<file path="src/rtl/event_pkg.sv">
// Shared constants and FSM state type for the event encoder.
package event_pkg;

    localparam int unsigned N_REQ_DEF = 32;
    localparam int unsigned IDX_W_DEF = 5;

    typedef enum logic {
        ST_IDLE,
        ST_HOLD
    } state_t;

endpackage

</file>
<file path="src/rtl/prio_encode32.sv">
// Combinational find-first-set over an N_REQ vector, searching upward from a start offset with wrap.
module prio_encode32
    import event_pkg::*;
#(
    parameter int unsigned N_REQ = N_REQ_DEF,
    parameter int unsigned IDX_W = IDX_W_DEF
) (
    input  logic [N_REQ-1:0] req,
    input  logic [IDX_W-1:0] offset,
    output logic [IDX_W-1:0] index,
    output logic             any
);

    logic [N_REQ-1:0] rot;
    logic [IDX_W-1:0] first;

    // Rotate so the offset bit lands at position 0; the index add wraps because N_REQ is a power of two.
    always_comb begin
        rot   = N_REQ'({req, req} >> offset);
        first = '0;
        for (int i = N_REQ - 1; i >= 0; i--) begin
            if (rot[i]) begin
                first = IDX_W'(i);
            end
        end
        index = first + offset;
        any   = |req;
    end

endmodule

</file>
<file path="src/rtl/event_encoder.sv">
// Sticky 32-to-5 event encoder with valid/ready output handshake.
// Define EVENT_ENCODER_ROUND_ROBIN_EN for rotating priority; default is fixed lowest-index-first.
module event_encoder
    import event_pkg::*;
#(
    parameter int unsigned N_REQ = N_REQ_DEF,
    parameter int unsigned IDX_W = IDX_W_DEF
) (
    input  logic             clock,
    input  logic             reset,
    input  logic [N_REQ-1:0] req_in,
    output logic             out_valid,
    output logic [IDX_W-1:0] out_index,
    input  logic             out_ready,
    output logic [N_REQ-1:0] pending,
    output logic             coalesced,
    input  logic             coalesced_clr
);

    state_t           state_q;
    state_t           state_d;
    logic [N_REQ-1:0] pending_q;
    logic [N_REQ-1:0] grant_mask;
    logic             out_valid_q;
    logic [IDX_W-1:0] out_index_q;
    logic             coalesced_q;
    logic [IDX_W-1:0] sel_idx;
    logic [IDX_W-1:0] offset;
    logic             sel_any;
    logic             load;

`ifdef EVENT_ENCODER_ROUND_ROBIN_EN
    logic [IDX_W-1:0] ptr_q;

    // Pointer moves just past the most recently granted line.
    always_ff @(posedge clock or posedge reset) begin
        if (reset) begin
            ptr_q <= '0;
        end else if (load) begin
            ptr_q <= sel_idx + IDX_W'(1);
        end
    end

    assign offset = ptr_q;
`else
    assign offset = '0;
`endif

    prio_encode32 #(
        .N_REQ (N_REQ),
        .IDX_W (IDX_W)
    ) u_prio (
        .req    (pending_q),
        .offset (offset),
        .index  (sel_idx),
        .any    (sel_any)
    );

    always_ff @(posedge clock or posedge reset) begin
        if (reset) begin
            state_q <= ST_IDLE;
        end else begin
            state_q <= state_d;
        end
    end

    // Next state and load decision; selection sees only registered pending.
    always_comb begin
        state_d    = state_q;
        load       = 1'b0;
        grant_mask = '0;
        case (state_q)
            ST_IDLE: begin
                if (sel_any) begin
                    load    = 1'b1;
                    state_d = ST_HOLD;
                end
            end
            ST_HOLD: begin
                if (out_ready) begin
                    if (sel_any) begin
                        load = 1'b1;
                    end else begin
                        state_d = ST_IDLE;
                    end
                end
            end
            default: state_d = ST_IDLE;
        endcase
        if (load) begin
            grant_mask = N_REQ'(1) << sel_idx;
        end
    end

    // A request landing on the bit being granted keeps it pending for a later presentation.
    always_ff @(posedge clock or posedge reset) begin
        if (reset) begin
            pending_q   <= '0;
            out_valid_q <= 1'b0;
            out_index_q <= '0;
            coalesced_q <= 1'b0;
        end else begin
            pending_q   <= (pending_q & ~grant_mask) | req_in;
            out_valid_q <= (state_d == ST_HOLD);
            if (load) begin
                out_index_q <= sel_idx;
            end
            if (|(req_in & pending_q & ~grant_mask)) begin
                coalesced_q <= 1'b1;
            end else if (coalesced_clr) begin
                coalesced_q <= 1'b0;
            end
        end
    end

    assign out_valid = out_valid_q;
    assign out_index = out_index_q;
    assign pending   = pending_q;
    assign coalesced = coalesced_q;

endmodule

</file>
<file path="config.mk">
export PLATFORM = sky130hd
export DESIGN_NAME = event_encoder
export DESIGN_NICKNAME = d
export VERILOG_FILES = /design/src/rtl/event_pkg.sv /design/src/rtl/prio_encode32.sv /design/src/rtl/event_encoder.sv
export SDC_FILE = /design/constraint.sdc
export NUM_CORES = 1
export LEC_CHECK = 0
export ABC_AREA = 1
export CORE_MARGIN = 10
export CORE_UTILIZATION = 31
export CTS_CLUSTER_DIAMETER = 120
export DETAILED_ROUTE_END_ITERATION = 7
export PLACE_DENSITY = 0.66
export SLEW_MARGIN = 20
export SYNTH_ARGS = -nofsm -noshare
export SYNTH_HDL_FRONTEND = slang
export SYNTH_SLANG_ARGS = --single-unit
</file>
<file path="constraint.sdc">
create_clock -name clock -period 4.7 [get_ports clock]
set_input_delay 1.41 -clock clock [delete_from_list [all_inputs] [get_ports clock]]
set_output_delay 1.41 -clock clock [all_outputs]
set_load 0.03 [all_outputs]
</file>
==> After elaboration in Yosys (flattened, before gate mapping) <==
Index checks and enable logic that the tools add are counted.
{ "word_totals": {"input_bits": 36, "wordCells": 54, "out_inout_bits": 39, "register_bits": 39} }
{ "classes": {"reduce_logical": 3, "n_shift": 1, "mux": 40, "bitwise_logic": 6} }
{ "ops": {"columns": ["operator", "n"], "rows": [
  ["2-to-1 mux 5 bit", 32],
  ["bitwise AND 32 bit", 3],
  ["OR reduction 32 bit", 2],
  ["2-to-1 mux 32 bit", 1],
  ["NOT 32 bit", 1],
  ["bitwise OR 32 bit", 1],
  ["<< shifter 1 x 5 -> 32 bit (first input constant)", 1],
  ["2-to-1 mux 1 bit", 5],
  ["one-hot mux 1 bit (2 select lines)", 2],
  ["nonzero test 2 bit", 1],
  ["NOT 1 bit", 1]
]} }

==> Longest topological paths before layout <==
{ "logic_depth": {"ltp_word": 38, "mapped_depth": 41, "ltp_nobuf": 41} }

==> By module <==
From an unflattened synthesis, not the netlist that was laid out.
{ "unflattened": {"cells_unflattened": 813, "hier_area_um2": 4699.5} }
{ "by_module_without_submodules": {"columns": ["mod", "seq_area_each_um2", "cells_each", "area_each_um2", "n_inst"], "rows": [
  ["prio_encode32", 0.0, 536, 2532.4, 1],
  ["event_encoder", 975.9, 277, 2167.1, 1]
]} }

==> Worst setup path after synthesis <==
No wires, ideal clock.
{ "synth_timing": {"path_type": "register to register", "startpoint": "register pending_q[29] (netlist: pending[29])", "endpoint": "register coalesced_q (netlist: coalesced)", "arrival_ps": 2708, "path_slack_ps": 1873, "synth_period_minus_slack_ps": 2827, "path_stages_with_launch": 40, "path_buffers": 0, "required_time_ps": 4581, "setup_time_ps": 119, "cell_sequence": "dfrtp_1 inv_1 nand2_1 nand2_1 nand2_1 nand2_1 nand2_1 nand2_1 nand2_1 nand2_1 nand2_1 nand2_1 nand2_1 nand2_1 nand2_1 nand2_1 nand2_1 nand2_1 [... 4 more ...] nand2_1 nand2_1 nand2_1 nand2_1 nand2_1 nand2_1 nand2_4 nand2_2 nand2_4 nand3_4 nor2_2 nand3_1 nand3_1 nand2_1 nor2_1 nand2_1 nor2_1 nand2_1"} }
{ "synth_via": {"elab_chain_cells": 36, "word_cells_on_any_way": 42, "classes_between": "1 x shift; 35 x mux; 3 x bitwise; 3 x reduce/logical"} }
{ "synth_lines": {"columns": ["element", "line", "source"], "rows": [
  ["from (decl)", "event_encoder.sv:22", "logic [N_REQ-1:0] pending_q;"],
  ["from (signal assigned)", "event_encoder.sv:103", "pending_q <= (pending_q & ~grant_mask) | req_in;"],
  ["2-to-1 mux 5 bit (30 in a row)", "prio_encode32.sv:22", "if (rot[i]) begin"],
  ["<< shifter 1 x 5 -> 32 bit", "event_encoder.sv:91", "grant_mask = N_REQ'(1) << sel_idx;"],
  ["2-to-1 mux 32 bit", "event_encoder.sv:90", "if (load) begin"],
  ["NOT 32 bit", "event_encoder.sv:108", "if (|(req_in & pending_q & ~grant_mask)) begin"],
  ["bitwise AND 32 bit (*)", "event_encoder.sv:108", null],
  ["OR reduction 32 bit (*)", "event_encoder.sv:108", null],
  ["2-to-1 mux 1 bit / nonzero test 2 bit (equally long branches)", null, null],
  ["to (signal assigned)", "event_encoder.sv:101", "coalesced_q <= 1'b0;"],
  ["to (signal assigned)", "event_encoder.sv:109", "coalesced_q <= 1'b1;"],
  ["to (signal assigned)", "event_encoder.sv:111", "coalesced_q <= 1'b0;"],
  ["to (decl)", "event_encoder.sv:26", "logic coalesced_q;"]
]} }
Every way passes the cells marked *; elsewhere a longest branch is shown, timed or not.
A chain may end at the register's enable or synchronous reset.

==> Final worst setup path <==
{ "layout_timing": {"startpoint": "input port out_ready", "endpoint": "register coalesced_q (netlist: coalesced)"} }
{ "layout_via": {"elab_chain_cells": 7, "word_cells_on_any_way": 8, "classes_between": "4 x mux; 2 x bitwise; 2 x reduce/logical"} }
{ "layout_lines": {"columns": ["element", "line", "source"], "rows": [
  ["from (decl)", "event_encoder.sv:14", "input logic out_ready,"],
  ["2-to-1 mux 1 bit (*)", "event_encoder.sv:80", "if (out_ready) begin"],
  ["one-hot mux 1 bit (2 select lines) (*)", "event_encoder.sv:72", "case (state_q)"],
  ["2-to-1 mux 32 bit (*)", "event_encoder.sv:90", null],
  ["NOT 32 bit (*)", "event_encoder.sv:108", null],
  ["bitwise AND 32 bit (*)", "event_encoder.sv:108", null],
  ["OR reduction 32 bit (*)", "event_encoder.sv:108", null],
  ["2-to-1 mux 1 bit / nonzero test 2 bit (equally long branches)", null, null]
]} }
Marks and branches as above.

==> results.json <==
{
  "status": "complete, no violations",
  "cts.clk_slew.worst_paths_ns": 0.08,
  "dr.pass1.iters": 4,
  "cp.required_ns": 4.88,
  "antenna_cells": 0,
  "whs_ns": 0.499,
  "nNetsFinal": 450,
  "postRouteAntennaNets": 0,
  "yosys-mux-area-fraction_pct": 0,
  "initial_core_util_pct": 31.6,
  "grt_use_total_pct": 13.5,
  "grt_pass1_vias": 2434,
  "async_flop_share_pct": 100,
  "rsz0062_at_grt": "no",
  "cts_hold_buf": 0,
  "synth_seq_cells": 39,
  "grt_pass1_wl_um": 12600,
  "cpLargestDelayFamily": "simple AND/OR/NAND/NOR gates",
  "gp_congestion": 0.903,
  "synth_common_cells": "nand2_1 (88), inv_1 (52), nand3_1 (43)",
  "hold_viol": 0,
  "grt_max_degree": 40,
  "path_buf_inv": 1,
  "finalCritPeriodShare_pct": 70.5,
  "vias": 2483,
  "syn-num-nets": 373,
  "fmax_ghz": 0.302,
  "leakagePower_nw": 1.53,
  "path_class": "in -> reg",
  "worst_clock_skew_ns": 0.00656,
  "drv_slew": 0,
  "die-height_um": 109,
  "hpwl_um": 6320,
  "htree_levels": 2,
  "yosys.area.top_type": "dfrtp_1",
  "cts_resized": 0,
  "area_growth_pct": 38.4,
  "cts_max_path_buffers": 2,
  "fin_setup_tns_ns": 0,
  "drcViolationCount": 0,
  "total_power_uw": 663,
  "drive_above_1_share_pct": 6.02,
  "synth_compound_area_share_pct": 13.1,
  "die_area_um2": 11800,
  "drt_iter0_drc": 142,
  "port_buffers": 74,
  "hp-class": "reg -> reg",
  "totalWireLength_um": 7930,
  "num_io_pins": 75,
  "antenna_found_initial": 0,
  "synth-adder-area-share_pct": 0,
  "worst_slew_pin_slew_ns": 0.928,
  "crit_arrival_ns": 3.50,
  "crit_top_cell": "nor2_1",
  "post_drt_wl_per_cell_um": 15.3,
  "vias_per_cell": 4.80,
  "synth_area_per_cell_um2": 7.21,
  "crit_chain": "clkdlybuf4s50_1 > nor2_1 > nor3_2 > nand4_1 > nand3_1 > nand2_1 > nor2_1 > nand3_1 > nor2_1 > nand2_1",
  "timing.rr.start": "pending[29]",
  "cp_max_fo": 17,
  "place_area_um2": 3280,
  "synthSimpleGateAreaFrac_pct": 37.6,
  "fin_util_pct": 43.7,
  "r2r_slack_ns": 1.54,
  "worstSkewPairLatency_ns": 0.29,
  "maxCapViolCount": 0,
  "synth_cell_type_count": 29,
  "fp-row-count": 32,
  "core-area_um2": 7690,
  "synthCells": 337,
  "crit_start": "out_ready",
  "post_cts_buffers": 0,
  "synth_top_family_by_area": "simple AND/OR/NAND/NOR gates",
  "synth.top_cell.area_share_pct": 40.2,
  "yosys_warnings": 0,
  "worstSetupStartpointType": "primary input",
  "fin_area_um2": 3360,
  "root_buffer": "clkbuf_8",
  "synth_edf_count": 0,
  "synth_ff_type": "dfrtp_1",
  "ir_drop_mv": 0.0850,
  "yosys-top-cells-area": "dfrtp_1 (40%), nand2_1 (14%), nand3_1 (8.9%), a21o_1 (8.7%), inv_1 (8.0%)",
  "fillers": 819,
  "syn_area_um2": 2430,
  "hold_start": "out_index[1]",
  "finalSetupViolations": 0,
  "relSlewSlack_pct": 37.8,
  "numCtsBuffers": 5,
  "fin_crit_ns": 3.31,
  "cts_tree": "done",
  "slowest_stage": "nor3_2",
  "synth_seq_area_share_pct": 40.2,
  "powerDensity_nw_per_um2": 197,
  "endpoint_kind": "register",
  "max_stage_delay_ns": 0.75,
  "synth-xor-area-share_pct": 0,
  "die_w_um": 109,
  "overflow": 0,
  "synth_most_common_cell": "nand2_1",
  "clock-sinks": 39
}
[registers in the layout, summed over array words and instances, names as in the netlist]
signal	count
coalesced	1
out_index	5
pending	32
out_valid	1
[where the power goes]
| part | total, mW | switching (mW) | internal [mW] |
|---|---|---|---|
| clock | 0.226 | 0.122 | 0.104 |
| combinational | 0.0960 | 0.0497 | 0.0464 |
| sequential | 0.341 | 0.00290 | 0.338 |
[routing by layer]
layer	global-route usage, %	share of wire, %
met2	21.9	47
met4	3.86	1.9
met3	4.94	9.1
met1	16.5	42
met5	0	0
[worst paths after layout]
path                                     end  cells after the start
worst max-delay path               coalesced                     10
worst min-delay path            out_index[1]                      2
worst max register to register     coalesced                     40
worst min register to register  out_index[1]                      2
max in group asynchronous          coalesced                      3
min in group asynchronous        pending[23]                      3
[kinds of logic after synthesis]
logic type | Yosys count
buffers and inverters | 58
AO/OA/AOI/OAI | 44
flip-flops | 39
AND/OR/NAND/NOR | 196
[layout make-up]
type                       count  area [um2]  area share [%]
clock inverter                 1        5.00           0.149
clock buffer                   7        76.3            2.27
multi-input combinational    240        1230            36.6
inverter                      53         199            5.92
tap                          102         128            3.80
sequential                    39         976            29.0
timing repair buffer          75         748            22.3
[cell usage in the layout (no fill, tap or decap), drive strengths merged, types with 2 or more instances in the layout]
master | Yosys | layout
clkbuf | 0 | 7
nor2 | 36 | 36
or2 | 3 | 3
a21oi | 5 | 5
a21o | 28 | 28
clkdlybuf4s50 | 0 | 74
clkinv | 1 | 2
nor4 | 3 | 3
o21bai | 2 | 2
nand4 | 13 | 13
o21ai | 6 | 6
dfrtp | 39 | 39
nand2 | 92 | 92
nand3 | 46 | 46
inv | 52 | 52
nor3 | 3 | 3
[tightest hold or removal path: stages, from the launching register on]
cell and delay (ns):
dfrtp_1 0.35, nand2_1 0.05, o21ai_0 0.06
[stage by stage]
step,setup slack [ns],instances
CTS,1.37,517
floorplan,1.87,337
detailed placement,1.08,509
global placement,1.10,509
global route,1.14,517
finish,1.39,517
No activity file was read; power rests on OpenSTA's default activity.
